==> src/rtl/serial_rx_shifter.sv <==
// Serial-to-parallel frame receiver: start bit, WIDTH data bits LSB-first,
// optional even parity and a stop bit, with one-cycle valid/error strobes.
module serial_rx_shifter #(
  parameter int WIDTH     = 8,
  parameter int PARITY_EN = 1
) (
  input  logic             Clock,
  input  logic             Resetn,
  input  logic             Din,
  output logic [WIDTH-1:0] Data,
  output logic             Valid,
  output logic             ParityErr,
  output logic             FrameErr,
  output logic             Busy
);

  localparam int CNT_W = $clog2(WIDTH + 1);

  typedef enum logic [2:0] {
    IDLE   = 3'd0,
    DATA   = 3'd1,
    PARITY = 3'd2,
    STOP   = 3'd3,
    BRK    = 3'd4
  } state_t;

  state_t           state;
  logic [WIDTH-1:0] shreg;
  logic [CNT_W-1:0] cnt;
  logic             par;

  assign Busy = (state != IDLE);

  always_ff @(posedge Clock or negedge Resetn) begin
    if (!Resetn) begin
      state     <= IDLE;
      shreg     <= '0;
      cnt       <= '0;
      par       <= 1'b0;
      Data      <= '0;
      Valid     <= 1'b0;
      ParityErr <= 1'b0;
      FrameErr  <= 1'b0;
    end else begin
      Valid     <= 1'b0;
      ParityErr <= 1'b0;
      FrameErr  <= 1'b0;
      case (state)
        IDLE: begin
          if (!Din) begin
            state <= DATA;
            cnt   <= '0;
            par   <= 1'b0;
          end
        end
        DATA: begin
          // Right shift so the first (LSB) bit ends at bit 0 after WIDTH shifts
          shreg <= {Din, shreg[WIDTH-1:1]};
          par   <= par ^ Din;
          cnt   <= cnt + 1'b1;
          if (cnt == CNT_W'(WIDTH - 1)) begin
            state <= (PARITY_EN != 0) ? PARITY : STOP;
          end
        end
        PARITY: begin
          par   <= par ^ Din;
          state <= STOP;
        end
        STOP: begin
          if (Din) begin
            Data      <= shreg;
            Valid     <= 1'b1;
            ParityErr <= (PARITY_EN != 0) && par;
            state     <= IDLE;
          end else begin
            FrameErr <= 1'b1;
            state    <= BRK;
          end
        end
        BRK: begin
          // The line must return high before a new start bit is honoured
          if (Din) begin
            state <= IDLE;
          end
        end
        default: state <= IDLE;
      endcase
    end
  end

endmodule

==> config.mk <==
export PLATFORM = sky130hd
export DESIGN_NAME = serial_rx_shifter
export DESIGN_NICKNAME = d
export VERILOG_FILES = /design/src/rtl/serial_rx_shifter.sv
export SDC_FILE = /design/constraint.sdc
export NUM_CORES = 1
export LEC_CHECK = 0
export CORE_MARGIN = 2
export CORE_UTILIZATION = 50
export CTS_CLUSTER_SIZE = 40
export DETAILED_ROUTE_END_ITERATION = 8
export GPL_TIMING_DRIVEN = 0
export PLACE_DENSITY = 0.75
export SETUP_SLACK_MARGIN = 0.5
export SKIP_LAST_GASP = 1
export SLEW_MARGIN = 30
export SYNTH_ARGS = -nofsm -noshare
export SYNTH_HDL_FRONTEND = slang
export SYNTH_SLANG_ARGS = --single-unit
==> constraint.sdc <==
create_clock -name Clock -period 3.87 [get_ports Clock]
set_input_delay 0.387 -clock Clock [delete_from_list [all_inputs] [get_ports Clock]]
set_output_delay 0.387 -clock Clock [all_outputs]
set_load 0.01 [all_outputs]
Word level (Yosys, flattened, before mapping)
Cells that the tools add are included.
{"block": "word_totals", "regBits": 27}
{"block": "classes", "addsub": 1, "eq_ne": 8, "mux": 14, "n_bitwise": 1, "n_reduce_logical": 8}
{"operator": "3-bit one-hot mux with 5 select lines", "n": 1}
{"operator": "3-bit two-way mux", "n": 4}
{"operator": "4-bit one-hot mux with 2 select lines", "n": 1}
{"operator": "3-bit by 2-bit equality test with 1-bit output (second input constant)", "n": 2}
{"operator": "1-bit two-way mux", "n": 6}
{"operator": "2-bit inequality test (second input constant)", "n": 3}
{"operator": "4-bit by 1-bit adder with 4-bit output (second input constant)", "n": 1}
{"operator": "4-bit by 3-bit equality test with 1-bit output (second input constant)", "n": 1}
{"operator": "4-bit two-way mux", "n": 1}
{"operator": "2-bit AND reduction", "n": 2}
{"operator": "2-bit nonzero test", "n": 2}
{"operator": "3-bit by 1-bit equality test with 1-bit output (second input constant)", "n": 1}
{"operator": "3-bit equality test (second input constant)", "n": 1}
{"operator": "3-bit zero test", "n": 1}
{"operator": "3-bit AND reduction", "n": 1}
{"operator": "3-bit nonzero test", "n": 1}
{"operator": "1-bit one-hot mux with 2 select lines", "n": 1}
{"operator": "2-bit OR reduction", "n": 1}
{"operator": "1-bit XOR", "n": 1}

Depth between registers and ports, before layout
Gate-level depths: netlist of run 1.
{"block": "logic_depth", "ltp_word": 3, "ltp_mapped": 5}

Least setup slack after synthesis of run 1
Ideal clock, no wire load.
{"block": "synth_path", "kind": "register -> output", "start": "reg state[0]", "end": "out Busy", "arrival_time_ns": 1.031, "path_slack_ns": 2.452, "stages_incl_launch_ff": 3, "n_path_buf": 1, "cell_sequence": "dfrtp_1 buf_2 or3_2"}
{"block": "synth_via", "elab_chain_cells": 1}
{"element": "start: declaration", "line_no": "27", "text": "state_t state;"}
{"element": "start signal: assignment", "line_no": "62", "text": "state <= (PARITY_EN != 0) ? PARITY : STOP;"}
{"element": "3-bit nonzero test", "line_no": "32", "text": "assign Busy = (state != IDLE);"}
{"element": "end: declaration", "line_no": "14", "text": "output logic Busy"}
Every way passes these cells.

Worst setup path in the final report of run 1
Ends and elaborated chain as after synthesis.

==> results of run 1 <==
==> state kept, by name (all words and copies together), names as in the netlist <==
register,count
FrameErr,1
state,3
Valid,1
par,1
Data,8
ParityErr,1
cnt,4
shreg,8
==> power groups by stage <==
stage	clock network (uW)	registers [uW]	logic (uW)
2_1_floorplan	0	483	287
3_3_place_gp	0	475	426
3_5_place_dp	0	487	441
4_1_cts	124	480	444
5_1_grt	133	498	485
6_report	117	481	437
==> Yosys cell counts (all sizes together) <==
cell    n  area (sq um)
a21o    1         7.510
a21oi   3         15.01
a22o    3         26.28
a22oi   2         15.01
and2    3         23.77
and3b   2         18.77
buf     3         27.52
dfrtp  27         675.7
ha      2         25.02
inv     4         15.01
mux2   19         214.0
nand2   1         11.26
nand3   2         10.01
nor2    4         17.52
nor3    1         5.000
o21ai   3         15.01
or2b    1         7.510
or3     1         7.510
or3b    1         8.760
or4b    1         10.01
==> routing by layer <==
| metal | global-route usage, % | up-vias | share of wire, % |
|---|---|---|---|
| met1 | 22.20 | 356 | 47 |
| met5 | 0 | - | 0 |
| met2 | 26.37 | 11 | 49 |
| met3 | 3.448 | 2 | 2.8 |
| met4 | 5.263 | 0 | 0.98 |
| li1 | - | 337 | - |
==> layout make-up <==
cell class / count / area [sq um]
clock inverter: 1 / 5.005
tap: 28 / 35.03
buffer: 3 / 27.53
multi-input combinational: 50 / 437.9
clock buffer: 3 / 22.52
timing repair buffer: 14 / 135.1
inverter: 4 / 15.01
fill: 172 / 837.1
sequential: 27 / 675.6
==> stage by stage <==
step | setup WS (ns) | power (uW)
after floorplan | 2.452 | 769.3
after global placement | 1.937 | 900.6
after detailed placement | 1.881 | 928.3
after CTS | 1.571 | 1048
after global routing | 1.516 | 1116
final | 1.587 | 1034
==> worst max-delay path: cells and delay by family, from the launching register on <==
| family | cells | cell delay [ns] |
|---|---|---|
| buffers and inverters | 2 | 0.68 |
| DFF | 1 | 0.45 |
| and+or+nand+nor | 1 | 0.45 |
==> worst paths after layout <==
path                              to      from  slack [ns]
max in group asynchronous   shreg[4]    Resetn        3.44
setup / recovery                Busy  state[0]        1.59
hold reg to reg              Data[3]   Data[3]        0.53
min in group Clock           Data[3]   Data[3]        0.53
setup reg to reg            shreg[2]  state[1]        2.46
hold / removal             ParityErr    Resetn        0.05
==> kinds of logic after synthesis <==
kind of cell / share of synthesized area (%)
multiplexers: 18.51
AND/OR/NAND/NOR: 10.39
AO/OA/AOI/OAI: 6.818
flip-flops: 58.44
adder cells (fa/ha/maj): 2.164
buffers and inverters: 3.679
==> metrics.md, run 1 <==
| Metric | Value |
|---|---|
| Clock power share | 11.3% |
| #FFs+latches synth | 27 |
| Gpl congestion | 0.7312 |
| DRC | 0 |
| Clock Skew | 0.001010 ns |
| Internal | 711.2 uW |
| Post-CTS Repair Setup Buffers | 0 |
| Largest net degree at the start of global routing | 28 |
| Commonest non-fill, non-tap cell in the layout | dfrtp_1 |
| Non-filler cells, final | 130 |
| Syn Inst Count | 84 |
| Syn_nets | 89 |
| Grt total ovfl | 0 |
| Dpl cells | 126 |
| Initial core utilization | 52.77% |
| Count of input and output buffers | 14 |
| CP Capture Type | output pin |
| Die width | 52.09 um |
| Unique cell type count in the Yosys netlist | 24 |
| YS warnings | 0 |
| Endpoints failing setup | 0 |
| Antenna viol nets, final | 0 |
| Switching Power | 322.9 uW |
| Worst path max stage delay | 0.48 ns |
| FMAX | 438.1 MHz |
| Clk slew on worst S/H paths | 0.14 ns |
| Cells on worst reg2reg path | 4 |
| WHS | 0.04895 ns |
| Min Tclk post-route | 2.283 ns |
| LEAKAGE | 0.0006378 uW |
| Max Slew Vio Count | 0 |
| CTS root buffer | clkbuf_4 |
| Vias per cell | 5.431 |
| Ant. Diodes | 0 |
| Final WL | 1830 um |
| Area after DPL | 1326 sq um |
| Hold crit path type | in2async |
| CP arrival | 1.90 ns |
| Final HPWL DP | 1324 um |
| Status | completed |
| CTS tree | built |
| IO Pins | 15 |
| H-tree Lvls | 1 |
| RSZ-0062 raised after global routing | no |
| Least-Margin Pin Slew | 0.5883 ns |
| CTS sink cnt | 27 |
| Crit path required time | 3.48 ns |
| Part of the power in registers | 46.5% |
| Die area | 2713 sq um |
| Area growth syn-to-layout | 17.10% |
| Sequential area share after synthesis | 58.44% |
| Gr usage total | 16.43% |
| CTS Buf Count | 3 |
| Hold-fix buffers, CTS | 0 |
| Startpoint types | flip-flop |
| Max cap viols | 0 |
| Post-Synthesis Cell Area | 1156 sq um |
| Syn Area/Cell | 13.76 sq um |
| Gate power share | 42.2% |
| PostCTS Resize Cnt | 0 |
| Final Cell Area | 1354 sq um |
| Die Ht | 52.09 um |
| Clk Latency, worst-skew pair | 0.31 ns |
| Rel. slew slack | 60.78% |
| Final Hold Violating Endpoints | 0 |
| Tcrit/Tclk final | 58.99% |
| Critical path's slowest cell | clkdlybuf4s50_1 |
| Layout cells sized above 1 | 33.33% |
| Switching fraction of total power | 31.22% |
| Cell Chain, Critical Path | buf_2 -> or3_2 -> clkdlybuf4s50_1 |
| Vias in the first global route | 724 |
| 1st-pass router iterations | 3 |
| FP Rows | 17 |
| First-pass GRT wire length | 3236 um |
| WL/cell | 14.08 um |
| Vias | 706 |
| CTS Buffer Depth | 2 |
| Setup CP Type | reg2out |
| PD cells | 763.9 nW/um^2 |
| Worst-path fanout max | 10 |
| Initial antenna violation count | 0 |
| Layout Nets | 108 |
| Peak supply drop | 0.4795 mV |
| Most frequent cells in the layout | dfrtp_1 (27), mux2_2 (19), clkdlybuf4s50_1 (13), inv_1 (4) |
| Core ar. | 2191 sq um |
| Final setup TNS | 0 ns |
| Final core utilization | 61.79% |
| DR iter-0 viols | 2 |
No activity file was read; power rests on OpenSTA's default activity.
==> run 2, diff against run 1 <==
- clock period: 3.87 -> 2.26 ns (I/O delays scaled with it)
==> metrics.md, run 2 (synthesized netlist as in run 1, its figures left out) <==
| Metric | Value |
|---|---|
| Rel. slew slack | 60.47% (-0.31 points) |
| Buf/Inv on CP | 2 (unchanged) |
| Clock Skew | 0.002990 ns (+0.001981 ns) |
| IO Pins | 15 (unchanged) |
| Vias in the first global route | 748 (+3.3%) |
| FMAX | 587.0 MHz |
| Cell Chain, Critical Path | buf_6 -> or3_2 -> buf_2 |
| Die Ht | 52.09 um (unchanged) |
| WL/cell | 14.35 um (+1.9%) |
| Gr usage total | 16.92% (+0.49 points) |
| Vias | 729 (+3.3%) |
| Most frequent cells in the layout | dfrtp_1 (27), mux2_2 (19), clkdlybuf4s50_1 (12), inv_1 (4) |
| Hold crit path type | in2async |
| CTS Buf Count | 3 (unchanged) |
| Gpl congestion | 0.7312 (unchanged) |
| Core ar. | 2191 sq um (unchanged) |
| Tcrit/Tclk final | 75.39% |
| Setup CP Type | reg2out |
| Commonest non-fill, non-tap cell in the layout | dfrtp_1 |
| CP Capture Type | output pin |
| Area growth syn-to-layout | 18.72% |
| Fin worst setup slack | 0.5563 ns (-1.031 ns) |
| Die area | 2713 sq um (unchanged) |
| Status | completed |
| Post-place setup slack | 0.4316 ns (-1.449 ns) |
| Ant. Diodes | 0 (unchanged) |
| Min Tclk post-route | 1.704 ns |
| Vias per cell | 5.523 (+1.7%) |
| Initial core utilization | 52.77% (unchanged) |
| DR iter-0 viols | 1 (-1) |
| CTS Buffer Depth | 2 (unchanged) |
| CTS root buffer | clkbuf_4 |
| Clk Latency, worst-skew pair | 0.32 ns (about the same) |
| Least-Margin Pin Slew | 0.5929 ns (+0.004607 ns) |
| PD cells | 1309 nW/um^2 (+71%) |
| Layout Nets | 110 (+1.9%) |
| Layout fillers | 168 (-2.3%) |
| Crit path required time | 2.03 ns (-1.45 ns) |
| CTS tree | built |
| Layout cells sized above 1 | 34.62% (+1.3 points) |
| Initial antenna violation count | 0 (unchanged) |
| Grt total ovfl | 0 (unchanged) |
| Biggest regs | Data: 8 flops, shreg: 8 flops, cnt: 4 flops |
| LEAKAGE | 0.0006483 uW (+1.7%) |
| Largest net degree at the start of global routing | 28 (unchanged) |
| CP delay by family, top | flip-flops |
| DRC | 0 (unchanged) |
| FP Rows | 17 (unchanged) |
| Final Hold Violating Endpoints | 0 (unchanged) |
| Die width | 52.09 um (unchanged) |
| Max Slew Vio Count | 0 (unchanged) |
| Peak supply drop | 0.8238 mV (+72%) |
| Worst-path fanout max | 10 (unchanged) |
| Clk slew on worst S/H paths | 0.14 ns (about the same) |
| H-tree Lvls | 1 (unchanged) |
| CTS sink cnt | 27 (unchanged) |
| Antenna viol nets, final | 0 (unchanged) |
| RSZ-0062 raised after global routing | no |
| WHS | 0.4186 ns (+0.3697 ns) |
| Critical path's slowest cell | dfrtp_1 |
| Worst path max stage delay | 0.43 ns (-0.05 ns) |
| 1st-pass router iterations | 2 (-1) |
| First-pass GRT wire length | 3332 um (+3.0%) |
| Max cap viols | 0 (unchanged) |
| CP arrival | 1.48 ns (-0.42 ns) |
| Startpoint types | flip-flop |
| Final WL | 1894 um (+3.5%) |
| Count of input and output buffers | 14 (unchanged) |
| Final setup TNS | 0 ns (unchanged) |
| Endpoints failing setup | 0 (unchanged) |
| Final HPWL DP | 1324 um (unchanged) |
## run 2: worst reg2reg max path, cell delays in order (launching register included)
cell     delay [ns]
dfrtp_1        0.49
nor2_2         0.19
and2_4         0.16
buf_6          0.14
mux2_2         0.34
## run 2: area by class of cell
class,instances,area [sq um],area share (%)
plain buffers,3,33.78,2.461
clock buffers,3,22.52,1.641
clock inverters,1,5.005,0.3646
inverters,4,15.01,1.094
multi-input cells,50,437.9,31.91
flip-flops and latches,27,675.6,49.23
well taps,28,35.03,2.552
repair buffers,16,147.6,10.76
## run 2: what timing repair did
| action | 4_1_cts | 5_1_grt |
|---|---|---|
| buffers inserted | 1 | 0 |
| setup endpoints to repair | 1 | 1 |
| endpoints found under the hold margin | 27 | 0 |
| gates resized for setup | 5 | 1 |
| hold buffers | 1 | 0 |
| gates cloned | 0 | 0 |
## run 2: path summary, 6_finish.rpt
| kind | startpoint | end | slack (ns) | depth (start not counted) |
|---|---|---|---|---|
| hold reg to reg | Data[3] | Data[3] | 0.53 | 1 |
| max in group asynchronous | Resetn | Data[3] | 1.46 | 2 |
| setup reg to reg | state[1] | shreg[2] | 0.83 | 4 |
| min in group Clock | Data[3] | Data[3] | 0.53 | 1 |
| hold / removal | Resetn | ParityErr | 0.42 | 2 |
| setup / recovery | state[0] | Busy | 0.56 | 3 |
## run 2: through the flow
step | power, uW | area (sq um) | utilization, % | instances
finish | 1796 | 1373 | 62.65 | 132
global route | 1935 | 1373 | 62.65 | 132
CTS | 1804 | 1369 | 62.48 | 132
detailed placement | 1590 | 1326 | 60.54 | 126
global placement | 1542 | 1331 | 60.77 | 126
floorplan | 1317 | 1156 | - | 84
## run 2: power breakdown
group          internal (uW)  total, uW  switching [uW]  leakage (uW)
registers                683        820             137      0.000342
clock network           66.3        204             137     0.0000177
logic                    481        773             292      0.000289
total                   1230       1800             567      0.000648
## run 2: per-layer routing
| metal | global-route usage, % | vias to the layer above | wire, um |
|---|---|---|---|
| met5 | 0 | - | 0 |
| met1 | 22.20 | 370 | 885 |
| met3 | 3.736 | 4 | 55 |
| li1 | - | 341 | - |
| met2 | 27.43 | 14 | 924 |
| met4 | 6.140 | 0 | 29 |
==> run 3, diff against run 2 <==
- CORE_UTILIZATION: 50 -> 47
- PLACE_DENSITY: 0.75 -> 0.74
- clock period: 2.26 -> 1.5 ns (I/O delays scaled with it)
==> metrics.md, run 3 (synthesized netlist as in run 1, its figures left out) <==
| Metric | Value |
|---|---|
| Post-place setup slack | -0.1945 ns (-0.6262 ns) |
| Failing checks | negative setup slack |
| Biggest regs | Data: 8 flops, shreg: 8 flops, cnt: 4 flops |
| Vias | 806 (+11%) |
| Layout fillers | 158 (-6.0%) |
| Peak supply drop | 1.219 mV (+48%) |
| Min Tclk post-route | 1.523 ns |
| Area growth syn-to-layout | 40.80% |
| Worst-path fanout max | 5 (-5) |
| First-pass GRT wire length | 4015 um (+20%) |
| Endpoints failing setup | 5 (+5) |
| Initial antenna violation count | 0 (unchanged) |
| Least-Margin Pin Slew | 0.5981 ns (+0.005176 ns) |
| Commonest non-fill, non-tap cell in the layout | dfrtp_1 |
| Die width | 53.60 um (+2.9%) |
| Final HPWL DP | 1217 um (-8.1%) |
| FP Rows | 17 (unchanged) |
| PnR Total Power | 3352 uW (+87%) |
| Clk slew on worst S/H paths | 0.15 ns (about the same) |
| Startpoint types | flip-flop |
| CTS Buffer Depth | 2 (unchanged) |
| Rel. slew slack | 60.13% (-0.35 points) |
| Final WL | 2594 um (+37%) |
| Layout Nets | 131 (+19%) |
| Most frequent cells in the layout | dfrtp_1 (26), buf_4 (15), mux2_2 (13), buf_2 (12), buf_6 (7) |
| Status | finished, violations left |
| Critical path's slowest cell | dfrtp_1 |
| WHS | 0.3388 ns (-0.07980 ns) |
| Cell Chain, Critical Path | buf_6 -> buf_12 -> nor2_4 -> and2_4 -> buf_8 -> mux2_2 |
| Die Ht | 53.60 um (+2.9%) |
| Hold crit path type | in2async |
| 1st-pass router iterations | 3 (+1) |
| PD cells | 2059 nW/um^2 (+57%) |
| IO Pins | 15 (unchanged) |
| Tcrit/Tclk final | 101.5% |
| Core ar. | 2276 sq um (+3.9%) |
| Antenna viol nets, final | 0 (unchanged) |
| CTS root buffer | clkbuf_4 |
| Vias in the first global route | 819 (+9.5%) |
| Setup CP Type | reg2reg |
| Worst path max stage delay | 0.42 ns (about the same) |
| Final core utilization | 71.52% (+8.9 points) |
| Crit path required time | 1.73 ns (-0.30 ns) |
| CP delay by family, top | flip-flops |
| DRC | 0 (unchanged) |
| Largest net degree at the start of global routing | 28 (unchanged) |
| DR iter-0 viols | 8 (+7) |
| WL/cell | 16.95 um (+18%) |
| Gpl congestion | 0.7679 (+5.0%) |
| Reg-to-reg startpoint | state[2] |
| CTS tree | built |
| CTS sink cnt | 27 (unchanged) |
| CP arrival | 1.75 ns (+0.27 ns) |
| Layout cells sized above 1 | 64.00% (+29 points) |
| CP Capture Type | flip-flop |
| Final Hold Violating Endpoints | 0 (unchanged) |
| Fin worst setup slack | -0.02253 ns (-0.5788 ns) |
| LEAKAGE | 0.0008253 uW (+27%) |
| FMAX | 656.8 MHz |
| Count of input and output buffers | 14 (unchanged) |
| Die area | 2872 sq um (+5.9%) |
| Vias per cell | 5.268 (-4.6%) |
| RSZ-0062 raised after global routing | yes |
| Clock Skew | 0.003317 ns (+0.0003268 ns) |
| Initial core utilization | 50.80% (-2.0 points) |
| R2r setup slk | -0.02 ns (-0.85 ns) |
| Max cap viols | 0 (unchanged) |
| Ant. Diodes | 0 (unchanged) |
| Max Slew Vio Count | 0 (unchanged) |
| Clk Latency, worst-skew pair | 0.33 ns (about the same) |
| End of the worst register-to-register path | shreg[3] |
| Buf/Inv on CP | 3 (+1) |
| Cells on worst reg2reg path | 6 (+2) |
| Grt total ovfl | 0 (unchanged) |
| H-tree Lvls | 1 (unchanged) |
| Gr usage total | 20.68% (+3.8 points) |
| CTS Buf Count | 3 (unchanged) |
==> run 3: cell count changes in the layout (fill, tap and decap cells not counted), moves of 3 or more <==
cell and delta:
mux2_4 +6, buf_2 +10, a21oi_1 -3, mux2_2 -6
buf_6 +4, o21ai_0 -3, buf_4 +14, a21oi_2 +3
clkdlybuf4s50_1 -12
==> run 3: cell type report <==
class                      instances  area, sq um  area share [%]
sequential                        27        676.9           41.58
multi-input combinational         51        538.0           33.05
timing repair buffer              36        295.3           18.14
buffer                             3        37.54           2.306
tap                               28        35.03           2.152
clock buffer                       3        22.52           1.384
inverter                           4        15.01          0.9224
clock inverter                     1        7.507          0.4612
==> run 3: worst max-delay path by stage <==
| stage | startpoint | to | slack [ns] | cells after the start |
|---|---|---|---|---|
| finish | state[2] | shreg[3] | -0.02 | 6 |
| global route | state[2] | shreg[3] | -0.06 | 6 |
| CTS | state[2] | Busy | -0.007 | 3 |
| detailed placement | Din | par | -0.19 | 5 |
| global placement | Din | par | -0.17 | 5 |
| floorplan | state[2] | shreg[7] | 0.24 | 5 |
==> run 3: metrics by stage <==
stage,cells,setup TNS [ns],instance area (sq um)
after global placement,126,-2.437,1344
after floorplan,84,0,1169
after global routing,153,-0.3024,1628
after detailed placement,126,-0.4822,1339
after CTS,150,-0.007181,1573
final,153,-0.04864,1628
==> run 3: per-layer routing <==
layer / GRT usage (%) / routed length (um) / up-vias
met1: 26.36 / 1168 / 412
met5: 0 / 0 / -
met2: 36.01 / 1357 / 11
met3: 2.500 / 52 / 2
met4: 7.692 / 16 / 0
li1: - / - / 381
==> run 3: what timing repair did <==
item	4_1_cts	5_1_grt
hold endpoints to repair	27	0
endpoints found under the setup margin	39	39
gates cloned	2	0
setup buffers	17	3
hold buffers	1	0
pin swaps	8	7
resized for setup	72	7
==> run 3: worst reg2reg max path: stages (launching register included) <==
cell,delay (ns)
dfrtp_1,0.42
buf_6,0.14
buf_12,0.12
nor2_4,0.10
and2_4,0.19
buf_8,0.13
mux2_2,0.34
==> run 3: power breakdown <==
part,leakage [uW],switching (uW),internal [uW]
Clock,0.0000139,223,102
Sequential,0.000340,210,1030
Combinational,0.000471,682,1110
Total,0.000825,1110,2240
